==> src/rtl/flexbex_bus_pkg.sv <==
// rtl/flexbex_bus_pkg.sv - shared helpers for the flexbex req/gnt/rvalid bus
package flexbex_bus_pkg;

    // Two address LSBs cleared by word alignment
    localparam int unsigned ALIGN_LSB_MASK = 3;

    // Width of an index into n entries, never less than one bit
    function automatic int idx_w(input int n);
        return (n > 1) ? $clog2(n) : 1;
    endfunction

    // Byte-enable width for a given data width
    function automatic int be_w(input int data_w);
        return data_w / 8;
    endfunction

endpackage

==> src/rtl/flexbex_id_fifo.sv <==
// rtl/flexbex_id_fifo.sv - in-order FIFO of issuing port indices
module flexbex_id_fifo
    import flexbex_bus_pkg::*;
#(
    parameter int DEPTH = 2,
    parameter int WIDTH = 1
) (
    input  logic                           clk_i,
    input  logic                           rst_i,
    input  logic                           push_i,
    input  logic [WIDTH-1:0]               data_i,
    input  logic                           pop_i,
    output logic [WIDTH-1:0]               data_o,
    output logic                           full_o,
    output logic                           empty_o,
    output logic [$clog2(DEPTH+1)-1:0]     count_o
);

    localparam int PTR_W = idx_w(DEPTH);
    localparam int CNT_W = $clog2(DEPTH + 1);

    logic [WIDTH-1:0] mem [DEPTH];
    logic [PTR_W-1:0] wr_ptr;
    logic [PTR_W-1:0] rd_ptr;
    logic [CNT_W-1:0] count;
    logic             do_push;
    logic             do_pop;

    assign full_o  = (count == CNT_W'(DEPTH));
    assign empty_o = (count == '0);
    assign count_o = count;
    assign data_o  = mem[rd_ptr];
    assign do_push = push_i & ~full_o;
    assign do_pop  = pop_i & ~empty_o;

    // Pointer and occupancy update; a push and a pop together leave count unchanged
    always_ff @(posedge clk_i) begin
        if (rst_i) begin
            wr_ptr <= '0;
            rd_ptr <= '0;
            count  <= '0;
        end else begin
            if (do_push) begin
                wr_ptr <= (wr_ptr == PTR_W'(DEPTH - 1)) ? '0 : wr_ptr + PTR_W'(1);
            end
            if (do_pop) begin
                rd_ptr <= (rd_ptr == PTR_W'(DEPTH - 1)) ? '0 : rd_ptr + PTR_W'(1);
            end
            if (do_push && !do_pop) begin
                count <= count + CNT_W'(1);
            end else if (do_pop && !do_push) begin
                count <= count - CNT_W'(1);
            end
        end
    end

    // Storage write; contents need no reset because count gates every read
    always_ff @(posedge clk_i) begin
        if (do_push) begin
            mem[wr_ptr] <= data_i;
        end
    end

endmodule

==> src/rtl/flexbex_obi_arbiter.sv <==
// rtl/flexbex_obi_arbiter.sv - round-robin N-to-1 arbiter with request lock and response routing
module flexbex_obi_arbiter
    import flexbex_bus_pkg::*;
#(
    parameter int NUM_PORTS  = 2,
    parameter int ADDR_W     = 32,
    parameter int DATA_W     = 32,
    parameter int MAX_OUTST  = 2,
    parameter int ALIGN_ADDR = 1
) (
    input  logic                                   clk_i,
    input  logic                                   rst_i,
    input  logic [NUM_PORTS-1:0]                   req_i,
    output logic [NUM_PORTS-1:0]                   gnt_o,
    output logic [NUM_PORTS-1:0]                   rvalid_o,
    input  logic [NUM_PORTS-1:0]                   we_i,
    input  logic [NUM_PORTS*be_w(DATA_W)-1:0]      be_i,
    input  logic [NUM_PORTS*ADDR_W-1:0]            addr_i,
    input  logic [NUM_PORTS*DATA_W-1:0]            wdata_i,
    output logic [NUM_PORTS*DATA_W-1:0]            rdata_o,
    output logic                                   mem_req_o,
    input  logic                                   mem_gnt_i,
    input  logic                                   mem_rvalid_i,
    output logic                                   mem_we_o,
    output logic [be_w(DATA_W)-1:0]                mem_be_o,
    output logic [ADDR_W-1:0]                      mem_addr_o,
    output logic [DATA_W-1:0]                      mem_wdata_o,
    input  logic [DATA_W-1:0]                      mem_rdata_i,
    output logic [$clog2(MAX_OUTST+1)-1:0]         outst_o,
    output logic                                   err_o
);

    localparam int IDX_W = idx_w(NUM_PORTS);
    localparam int BE_W  = be_w(DATA_W);
    localparam logic [ADDR_W-1:0] ADDR_MASK =
        (ALIGN_ADDR != 0) ? ~ADDR_W'(ALIGN_LSB_MASK) : {ADDR_W{1'b1}};

    logic [IDX_W-1:0] rr_ptr;
    logic             lock;
    logic [IDX_W-1:0] lock_idx;
    logic             err;
    logic [IDX_W-1:0] cand;
    logic             cand_valid;
    logic             handshake;
    logic             fifo_full;
    logic             fifo_empty;
    logic [IDX_W-1:0] head;
    logic             pop;

    // Candidate: the locked port, else first requester scanning cyclically from rr_ptr
    always_comb begin
        int k;
        k          = 0;
        cand       = '0;
        cand_valid = 1'b0;
        if (lock) begin
            cand       = lock_idx;
            cand_valid = 1'b1;
        end else begin
            for (int i = 0; i < NUM_PORTS; i++) begin
                k = (int'(rr_ptr) + i) % NUM_PORTS;
                if (!cand_valid && req_i[k]) begin
                    cand       = IDX_W'(k);
                    cand_valid = 1'b1;
                end
            end
        end
    end

    assign mem_req_o   = cand_valid & ~fifo_full & ~rst_i;
    assign handshake   = mem_req_o & mem_gnt_i;
    assign pop         = mem_rvalid_i & ~fifo_empty & ~rst_i;
    assign mem_we_o    = we_i[cand];
    assign mem_be_o    = be_i[int'(cand)*BE_W +: BE_W];
    assign mem_addr_o  = addr_i[int'(cand)*ADDR_W +: ADDR_W] & ADDR_MASK;
    assign mem_wdata_o = wdata_i[int'(cand)*DATA_W +: DATA_W];
    assign rdata_o     = {NUM_PORTS{mem_rdata_i}};
    assign err_o       = err;

    // Grant goes to the candidate, response to the FIFO head
    always_comb begin
        gnt_o    = '0;
        rvalid_o = '0;
        if (handshake) begin
            gnt_o[cand] = 1'b1;
        end
        if (pop) begin
            rvalid_o[head] = 1'b1;
        end
    end

    // Round-robin pointer and lock: lock holds an ungranted request steady
    always_ff @(posedge clk_i) begin
        if (rst_i) begin
            rr_ptr   <= '0;
            lock     <= 1'b0;
            lock_idx <= '0;
        end else if (handshake) begin
            rr_ptr <= (int'(cand) == NUM_PORTS - 1) ? '0 : cand + IDX_W'(1);
            lock   <= 1'b0;
        end else if (mem_req_o) begin
            lock     <= 1'b1;
            lock_idx <= cand;
        end
    end

    // Sticky error on a response with nothing outstanding
    always_ff @(posedge clk_i) begin
        if (rst_i) begin
            err <= 1'b0;
        end else if (mem_rvalid_i && fifo_empty) begin
            err <= 1'b1;
        end
    end

    flexbex_id_fifo #(
        .DEPTH (MAX_OUTST),
        .WIDTH (IDX_W)
    ) u_id_fifo (
        .clk_i   (clk_i),
        .rst_i   (rst_i),
        .push_i  (handshake),
        .data_i  (cand),
        .pop_i   (pop),
        .data_o  (head),
        .full_o  (fifo_full),
        .empty_o (fifo_empty),
        .count_o (outst_o)
    );

endmodule

==> config.mk <==
export PLATFORM = sky130hd
export DESIGN_NAME = flexbex_obi_arbiter
export DESIGN_NICKNAME = d
export VERILOG_FILES = /design/src/rtl/flexbex_bus_pkg.sv /design/src/rtl/flexbex_id_fifo.sv /design/src/rtl/flexbex_obi_arbiter.sv
export SDC_FILE = /design/constraint.sdc
export NUM_CORES = 1
export LEC_CHECK = 0
export ABC_CLOCK_PERIOD_IN_PS = 2100
export BUFFER_PORTS_ARGS = -buffer_cell sky130_fd_sc_hd__buf_2
export CAP_MARGIN = 20
export CORE_AREA = 4 4 121 123
export DETAILED_ROUTE_END_ITERATION = 6
export DIE_AREA = 0 0 125 127
export GPL_TIMING_DRIVEN = 0
export SLEW_MARGIN = 0
export SYNTH_ARGS = -nofsm -noshare
export SYNTH_HDL_FRONTEND = slang
export SYNTH_SLANG_ARGS = --single-unit
export TNS_END_PERCENT = 1
==> constraint.sdc <==
create_clock -name clk_i -period 2.1 [get_ports clk_i]
set_input_delay 0.105 -clock clk_i [delete_from_list [all_inputs] [get_ports clk_i]]
set_output_delay 0.105 -clock clk_i [all_outputs]
set_load 0.005 [all_outputs]
# After elaboration in Yosys (flattened, before gate mapping)
# Memory sizes are Yosys's and may differ from the RTL's. A register that Yosys moved wholly into a read port is not among the register bits.
# Index checks and enable logic that the tools add are counted.
# classes
n_addsub	6
order_cmp	6
eq_ne	1
shifts	3
mux	29
bitwise_logic	12
n_reduce_logical	13
# op_table
op	count
$shiftx A64 B7 Y32	2
$mux W1	23
$mux W2	4
$shiftx A8 B4 Y4	1
$and A1 B1 Y1	7
$logic_and A1 B1 Y1	6
$lt A1 B2 Y1 const B	3
$add A1 B1 Y1 const B	4
$not A1 Y1	4
$logic_not A1 Y1	3
$lt A2 B3 Y1 const B	1
$add A2 B1 Y2 const B	1
$demux W1 S1	2
$eq A2 B2 Y1 const B	1
$ge A1 B1 Y1 const B	2
$logic_not A2 Y1	1
$reduce_and A2 Y1	1
$reduce_bool A2 Y1	1
$reduce_or A2 Y1	1
$sub A2 B1 Y2 const B	1
$and A1 B1 Y1 const A	1
# totals
reg_bits	8
ramBits	2
inputBits	176
output_inout_bits	141
wordCells	78
mem_count	1
# mem_list
memory	depth	width	rd	rd_clocked_by_memory_dff	write_ports	line	rtl
u_id_fifo.mem	2	1	1	1	1	flexbex_id_fifo.sv:22	logic [WIDTH-1:0] mem [DEPTH];

# Longest topological paths before layout
# Gate-level depths: netlist of run 1.
# depth
ltp_word	16
depth_mapped	8
mapped_depth_nobuf	7

# Modules after synthesis
# A second synthesis of run 1 with hierarchy kept.
# unflattened
cells_unflattened	198
area_unflattened_um2	1854.3
# modules_own_cells
module	instances	cells_per_inst	area_each_um2	seq_area_each_um2
flexbex_obi_arbiter	1	170	1565.3	80.1
flexbex_id_fifo	1	28	289.0	160.2

# Worst setup path before layout of run 1
# OpenSTA, ideal clock, no wires.
# synth_timing
kind	flip-flop to flip-flop
from	register lock
to	register u_id_fifo.count[1] (netlist: u_id_fifo.count_o[1])
setup_time_ns	0.070
t_arrival_ns	1.691
required_time_ns	2.030
slack_ns	0.338
stages_incl_launch_ff	7
path_buffers	0
period_less_slack_ns	1.762
path_cell_list	dfxtp_1 or3_1 nand3_2 inv_1 ha_1 or3_1 a21oi_1
# synth_via
elab_chain_cells	8
word_cells_on_any_way	10
cone_classes	mux (2); bitwise (4); reduce/logical (4)
# synth_lines
element	line	rtl
from (decl)	flexbex_obi_arbiter.sv:39	logic lock;
from (signal assigned)	flexbex_obi_arbiter.sv:96	lock <= 1'b0;
from (signal assigned)	flexbex_obi_arbiter.sv:100	lock <= 1'b0;
from (signal assigned)	flexbex_obi_arbiter.sv:102	lock <= 1'b1;
$mux W1 *	flexbex_obi_arbiter.sv:56	if (lock) begin
$and A1 B1 Y1 * (2 in a row)	flexbex_obi_arbiter.sv:70	assign mem_req_o = cand_valid & ~fifo_full & ~rst_i;
$and A1 B1 Y1 *	flexbex_obi_arbiter.sv:71	assign handshake = mem_req_o & mem_gnt_i;
$and A1 B1 Y1 *	flexbex_id_fifo.sv:33	assign do_push = push_i & ~full_o;
named net u_id_fifo.do_push	flexbex_id_fifo.sv:26	logic do_push;
$logic_not A1 Y1	flexbex_id_fifo.sv:51	end else if (do_pop && !do_push) begin
$logic_and A1 B1 Y1	flexbex_id_fifo.sv:51	
$reduce_bool A2 Y1 (no source line)	-	
to (signal assigned)	flexbex_id_fifo.sv:50	count <= count + CNT_W'(1);
to (signal assigned)	flexbex_id_fifo.sv:52	count <= count - CNT_W'(1);
to (decl)	flexbex_id_fifo.sv:25	logic [CNT_W-1:0] count;
# The timed path passes the listed nets; every way through them passes the cells marked *.
# A chain may end at the register's enable or synchronous reset.

# Worst setup path in the final report of run 1
# Ends and elaborated chain as after synthesis.

==> reports/metrics.csv, run 1 <==
stage,metric,value,unit
placed_design,number of I/O port buffers,277,
job,maximum capacitance violations,0,
detailed_routing,sum of met3 wire segment lengths after detailed routing,927,um
cts,clock latency reported for the late side of the worst-skew pair,0.24,ns
synthesis,fraction of synthesized area in multiplexers,42.4,%
synthesis,Async SR Flop Fraction,0,%
sta,fmax,0.526,GHz
die,die width,125,um
die,starting utilization of the core area,13.5,%
power_and_ir_drop,total internal power,997,uW
synthesis,total of flip-flops plus latches after synthesis,11,
synthesis,Synth Instances,196,
synthesis,"Warnings, synthesis",0,
setup_path,Critical Path End Type,flip-flop,
cts,CTS root buf,sky130_fd_sc_hd__clkbuf_16,
layout,total area of multi-input combinational cells,1030,sq um
setup_path,slowest cell on the critical path,sky130_fd_sc_hd__or3_1,
layout,share of post-route cells with drive strength above 1,82.7,%
die,core region area,13700,sq um
power_and_ir_drop,worst-case vdd ir drop,200,uV
setup_path,Crit Path Class,reg2reg,
global_route,remaining global-route overflow,0,
cts,"Hold-fix buffers, CTS",0,
setup_path,chain of cells forming the critical path,or3_1 > nand3_2 > inv_1 > ha_1 > or3_1 > a21oi_1,
die,row count,43,
synthesis,leading area contributor after synthesis,sky130_fd_sc_hd__buf_4,
cts,number of clock sinks,11,
sta,# setup viols final,0,
detailed_routing,1st-pass router iterations,4,
detailed_routing,met2 WL,4250,um
cts,number of buffers added by the clock tree synthesis step,3,
detailed_routing,Met1 Wirelength,3220,um
global_route,via count of the first global-routing pass,2232,
placed_design,post-DP HPWL,7680,um
detailed_routing,Detailed Route WL,8440,um
placed_design,gpl congestion,0.684,
synthesis,Synth Area in Compound Gates,3.25,%
sta,Max Slew Vio Count,0,
layout,area growth from synthesis to layout,93.5,%
detailed_routing,violation count after the first detailed-routing iteration,72,
layout,Layout fillers,1505,
synthesis,fraction of post-synthesis cell area in the top cell type by area,26.8,%
synthesis,most frequent cell after synthesis,sky130_fd_sc_hd__buf_4,
setup_path,worst-path fanout max,5,
sta,maximum clock skew at final layout,0.00394,ns
sta,final cycle utilization of the critical path,90.5,%
cts,maximum level of the CTS H-tree,1,
synthesis,share of synthesized area occupied by flip-flops and latches,13.0,%
power_and_ir_drop,Comb pwr share,56.7,%
global_route,maximum number of pins on one net before global-route repair,12,
layout,# nets final,659,
sta,Total Negative Setup Slacks,0,ns
synthesis,synth unique cells,27,
power_and_ir_drop,leakage power summed over all cells,0.00201,uW
global_route,total routing resource utilization after global routing,8.96,%
setup_path,buffering stage count on the worst path with inverters included,1,
synthesis,number of enable-type register cells in the synthesized netlist,2,
die,die area,15900,sq um
cts,clock transition time at the flip-flop clock pins of the worst setup and hold paths,0.04,ns
sta,Period minus WS final,1.90,ns
setup_path,"Largest stage delay, worst path",0.44,ns
setup_path,CP most frequent cell,sky130_fd_sc_hd__or3_1,
setup_path,type of origin of the critical path,flip-flop,
power_and_ir_drop,net switching fraction of the power,29.6,%
synthesis,prevailing post-synth register cell,sky130_fd_sc_hd__dfxtp_1,
setup_path,Critical Path AT,2.06,ns
synthesis,leading post-synthesis cells by instance count,"sky130_fd_sc_hd__buf_4 (66), sky130_fd_sc_hd__mux2_2 (39), sky130_fd_sc_hd__mux2_1 (28), sky130_fd_sc_hd__dfxtp_1 (9), sky130_fd_sc_hd__nor2_1 (9)",
outcome,run status,"complete, no violations",
setup_path,critical path required time,2.26,ns
setup_path,Top delay family on crit path,simple AND/OR/NAND/NOR gates,
detailed_routing,highest metal layer used by the detailed router,met5,
cts,maximum clock path buffer count,2,
detailed_routing,total vias in the final route,2325,
die,overall die height,127,um
global_route,antenna violations before repair,1,
detailed_routing,Routed WL per cell,12.8,um
detailed_routing,number of remaining DRC errors,0,
power_and_ir_drop,Seq pwr share,19.0,%
synthesis,post-synthesis average cell area,9.44,sq um
layout,"Cell Count, Final, Fillers Out",661,
hold_path,worst hold path class,in2reg,
synthesis,simple-gate portion of the synthesized area,7.37,%
sta,final hold vios,0,
cts,TritonCTS clock tree,done,
global_route,global-route wire length before repair,11700,um
synthesis,area share of xor/xnor cells in the synthesized design,1.42,%
placed_design,dpl cells,654,
layout,Reg area,240,sq um
cts,post-cts resize count,0,
die,ports placed on the boundary,317,
sta,RSZ-0062 raised after global routing,no,
layout,n_diodes,0,
synthesis,top cells by area in the synthesized netlist,"sky130_fd_sc_hd__buf_4 (27%), sky130_fd_sc_hd__mux2_2 (24%), sky130_fd_sc_hd__mux2_1 (17%), sky130_fd_sc_hd__dfxtp_1 (9.7%), sky130_fd_sc_hd__buf_6 (4.3%)",
synthesis,Post-Synthesis Cell Area,1850,sq um
detailed_routing,residual antenna-violating net count after detailed routing,0,
power_and_ir_drop,switching power summed over all nets,419,uW
power_and_ir_drop,clock group share of total power,24.3,%
detailed_routing,per-cell via count in the routed design,3.52,
synthesis,combinational family with the most area after synthesis,multiplexers,
synthesis,post-synthesis adder-cell area fraction,0.677,%
power_and_ir_drop,power density over the cells,396,nW/um^2
==> kinds of logic after synthesis <==
logic type / count (synthesis)
buffers and inverters: 76
and+or+nand+nor: 26
xor gates and xnor gates: 3
muxes: 70
other: 1
adders and majority gates: 1
DFF: 11
AOI/OAI and AO/OA: 8
==> timing repair <==
item | CTS | global route
endpoints found under the setup margin | 0 | 2
buffers inserted | 0 | 3
hold endpoints to repair | 0 | 0
==> registers in the layout (all words and copies together), names as in the netlist, named ones only <==
name               count
err_o                  1
lock_idx               1
rr_ptr                 1
u_id_fifo.wr_ptr       1
lock                   1
u_id_fifo.rd_ptr       1
u_id_fifo.mem          2
u_id_fifo.count_o      2
==> power by group through the flow <==
stage	sequential, uW	clock [uW]	combinational, uW
after floorplan	269	0	418
after global placement	272	0	795
after detailed placement	273	0	800
after CTS	269	351	805
after global routing	272	363	881
final	269	344	803
==> cell type report <==
class,count,share of cell area [%]
buffer,74,16.2
tap,180,6.29
clock buffer,4,2.20
timing repair buffer,280,39.7
inverter,2,0.210
sequential,11,6.71
multi-input combinational,110,28.7
==> placed cells by master (no fill, tap or decap), drive strengths merged <==
master,count
and3,1
nand3,2
conb,2
nand2,3
xor2,3
o21ai,3
or3,2
mux2i,3
nor2b,3
nand3b,1
inv,2
ha,1
nor2,9
dfxtp,9
edfxtp,2
o211a,1
mux2,67
a21oi,3
nand2b,3
buf,353
a31o,1
and2,2
clkbuf,5
==> worst paths after layout <==
path,slack (ns),startpoint,endpoint,cells after the start
max,0.20,lock,u_id_fifo.count_o[1],6
min,0.12,mem_rvalid_i,err_o,3
min reg2reg,0.47,err_o,err_o,2
max reg2reg,0.20,lock,u_id_fifo.count_o[1],6
==> stage by stage <==
stage / hold slack [ns] / area [sq um] / total power [uW] / setup WS, ns / utilization [%]
after floorplan: 0.244 / 1850 / 687 / 0.338 / -
after global placement: 0.350 / 3460 / 1070 / 0.231 / 25.4
after detailed placement: 0.365 / 3460 / 1070 / 0.229 / 25.4
after CTS: 0.125 / 3540 / 1430 / 0.0258 / 25.9
after global routing: 0.143 / 3580 / 1520 / 0.0603 / 26.2
final: 0.125 / 3580 / 1420 / 0.199 / 26.2
==> worst min-delay path: stages <==
cell and delay (ns):
sky130_fd_sc_hd__buf_2 0.09, sky130_fd_sc_hd__a21oi_1 0.05, sky130_fd_sc_hd__nor2_1 0.07
==> routing by layer <==
metal | global-route usage [%] | vias up
met1 | 10.9 | 1016
li1 | - | 1172
met3 | 2.88 | 4
met5 | 0 | -
met2 | 15.8 | 131
met4 | 1.53 | 2
Power figures use the tool's default switching activity.
==> run 2: changes to the inputs <==
--- a/config.mk
+++ b/config.mk
@@ -9,6 +9,7 @@
 export BUFFER_PORTS_ARGS = -buffer_cell sky130_fd_sc_hd__buf_2
 export CAP_MARGIN = 20
 export CORE_AREA = 4 4 121 123
+export CTS_BUF_LIST = sky130_fd_sc_hd__clkbuf_16
 export DETAILED_ROUTE_END_ITERATION = 6
 export DIE_AREA = 0 0 125 127
 export GPL_TIMING_DRIVEN = 0
==> run 2 against run 1 <==
Compared with the run above: first-iteration DRC count stayed put; clock skew about the same; fmax is the same; critical path depth unchanged; combinational power is essentially flat.
==> reports/metrics.csv, run 2 (synthesis gave the netlist of run 1 again) <==
stage,metric,value,unit,change
outcome,run status,"complete, no violations",,
hold_path,hold endpoint,err_o,,
power_and_ir_drop,worst-case vdd ir drop,200,uV,about the same
die,core region area,13700,sq um,unchanged
die,overall die height,127,um,unchanged
global_route,total routing resource utilization after global routing,8.96,%,unchanged
die,starting utilization of the core area,13.5,%,unchanged
setup_path,Critical Path End Type,flip-flop,,
sta,Total Negative Setup Slacks,0,ns,unchanged
detailed_routing,residual antenna-violating net count after detailed routing,0,,unchanged
die,die width,125,um,unchanged
layout,area growth from synthesis to layout,93.5,%,unchanged
cts,maximum level of the CTS H-tree,1,,unchanged
detailed_routing,1st-pass router iterations,4,,unchanged
sta,maximum clock skew at final layout,0.00376,ns,-0.000176 ns
setup_path,critical path required time,2.26,ns,about the same
layout,post-route core utilization,26.2,%,unchanged
global_route,via count of the first global-routing pass,2232,,unchanged
setup_path,slowest cell on the critical path,sky130_fd_sc_hd__or3_1,,
sta,final cycle utilization of the critical path,90.5,%,unchanged
layout,share of post-route cells with drive strength above 1,82.7,%,unchanged
detailed_routing,violation count after the first detailed-routing iteration,72,,unchanged
placed_design,gpl congestion,0.684,,unchanged
setup_path,register-to-register setup slack,0.20,ns,about the same
hold_path,number of stages on the worst hold path,3,,unchanged
die,row count,43,,unchanged
detailed_routing,Routed WL per cell,12.8,um,unchanged
placed_design,number of I/O port buffers,277,,unchanged
detailed_routing,total vias in the final route,2325,,unchanged
setup_path,capture instance of the worst register-to-register path,u_id_fifo.count_o[1],,
power_and_ir_drop,leakage power summed over all cells,0.00201,uW,+0.21%
layout,highest-count cells in the layout ignoring fill and taps,"sky130_fd_sc_hd__buf_2 (277), sky130_fd_sc_hd__buf_4 (68), sky130_fd_sc_hd__mux2_2 (39), sky130_fd_sc_hd__mux2_1 (28)",,
sta,# setup viols final,0,,unchanged
setup_path,startpoint of the worst register-to-register path,lock,,
global_route,antenna violations before repair,1,,unchanged
setup_path,chain of cells forming the critical path,or3_1 > nand3_2 > inv_1 > ha_1 > or3_1 > a21oi_1,,
power_and_ir_drop,power density over the cells,395,nW/um^2,-0.33%
layout,most common library cell in the layout ignoring fill and taps,sky130_fd_sc_hd__buf_2,,
detailed_routing,number of remaining DRC errors,0,,unchanged
sta,Period minus WS final,1.90,ns,unchanged
setup_path,type of origin of the critical path,flip-flop,,
global_route,global-route wire length before repair,11700,um,unchanged
setup_path,Crit Path Class,reg2reg,,
cts,maximum clock path buffer count,2,,unchanged
setup_path,"Largest stage delay, worst path",0.44,ns,about the same
setup_path,worst-path fanout max,5,,unchanged
layout,n_diodes,0,,unchanged
hold_path,worst hold path class,in2reg,,
cts,post-cts resize count,0,,unchanged
layout,# nets final,659,,unchanged
setup_path,Top delay family on crit path,simple AND/OR/NAND/NOR gates,,
detailed_routing,Detailed Route WL,8440,um,unchanged
sta,Max Slew Vio Count,0,,unchanged
job,maximum capacitance violations,0,,unchanged
setup_path,buffering stage count on the worst path with inverters included,1,,unchanged
cts,TritonCTS clock tree,done,,
die,die area,15900,sq um,unchanged
detailed_routing,per-cell via count in the routed design,3.52,,unchanged
sta,fmax,0.526,GHz,unchanged
sta,RSZ-0062 raised after global routing,no,,
placed_design,post-DP HPWL,7680,um,unchanged
setup_path,length in cells of the worst reg-to-reg path,6,,unchanged
cts,CTS root buf,sky130_fd_sc_hd__clkbuf_16,,
hold_path,start point of the worst hold path,mem_rvalid_i,,
setup_path,CP most frequent cell,sky130_fd_sc_hd__or3_1,,
cts,clock latency reported for the late side of the worst-skew pair,0.24,ns,about the same
sta,final hold vios,0,,unchanged
cts,number of clock sinks,11,,unchanged
cts,clock transition time at the flip-flop clock pins of the worst setup and hold paths,0.04,ns,about the same
setup_path,Critical Path AT,2.06,ns,about the same
global_route,remaining global-route overflow,0,,unchanged
cts,"Hold-fix buffers, CTS",0,,unchanged
sta,worst hold margin,0.124,ns,-0.000221 ns
cts,number of buffers added by the clock tree synthesis step,3,,unchanged
global_route,maximum number of pins on one net before global-route repair,12,,unchanged
layout,Layout fillers,1505,,unchanged
die,ports placed on the boundary,317,,unchanged
-- run 2: cell types whose count changed in the layout (fill, tap and decap cells not counted), sizes merged --
cell and change:
clkbuf -1, inv +1
-- run 2: metrics by stage --
stage | std cells | total power [uW] | worst slack [ns] | instance area, sq um
global placement | 654 | 1070 | 0.231 | 3460
global route | 661 | 1510 | 0.0603 | 3580
detailed placement | 654 | 1070 | 0.229 | 3460
CTS | 658 | 1420 | 0.0258 | 3540
floorplan | 197 | 687 | 0.338 | 1850
finish | 661 | 1410 | 0.199 | 3580
-- run 2: final cells by class --
type | count | area (sq um) | area share, %
repair buffers | 280 | 1420 | 39.7
plain buffers | 74 | 578 | 16.2
multi-input cells | 110 | 1030 | 28.7
well taps | 180 | 225 | 6.29
clock buffers | 3 | 75.1 | 2.10
flip-flops and latches | 11 | 240 | 6.71
clock inverters | 1 | 3.75 | 0.105
inverters | 2 | 7.51 | 0.210
-- run 2: power breakdown --
group / internal (uW) / total, uW / switching (uW)
registers: 245 / 269 / 23.7
clock network: 250 / 339 / 89.7
logic: 497 / 803 / 306
-- run 2: repair_timing --
item	CTS	global route
setup endpoints to repair	0	2
hold endpoints to repair	0	0
buffers inserted	0	3
-- run 2: worst max-delay path by stage --
stage / start / endpoint / cells past startpoint
finish: lock / u_id_fifo.count_o[1] / 6
global route: lock / u_id_fifo.count_o[1] / 6
CTS: lock / mem_wdata_o[17] / 5
detailed placement: lock / u_id_fifo.count_o[1] / 6
global placement: lock / u_id_fifo.count_o[1] / 6
floorplan: lock / u_id_fifo.count_o[1] / 6
-- run 2: worst reg2reg max path, cell delays in order, from the launching register on --
cell and delay (ns):
sky130_fd_sc_hd__dfxtp_1 0.32, sky130_fd_sc_hd__or3_1 0.44, sky130_fd_sc_hd__nand3_2 0.15, sky130_fd_sc_hd__inv_1 0.08
sky130_fd_sc_hd__ha_1 0.31, sky130_fd_sc_hd__or3_1 0.37, sky130_fd_sc_hd__a21oi_1 0.15
-- run 2: layer usage --
metal | part of all wire (%) | track usage [%]
met1 | 38 | 10.9
met2 | 50 | 15.8
met3 | 11 | 2.88
met4 | 0.33 | 1.53
met5 | 0.15 | 0
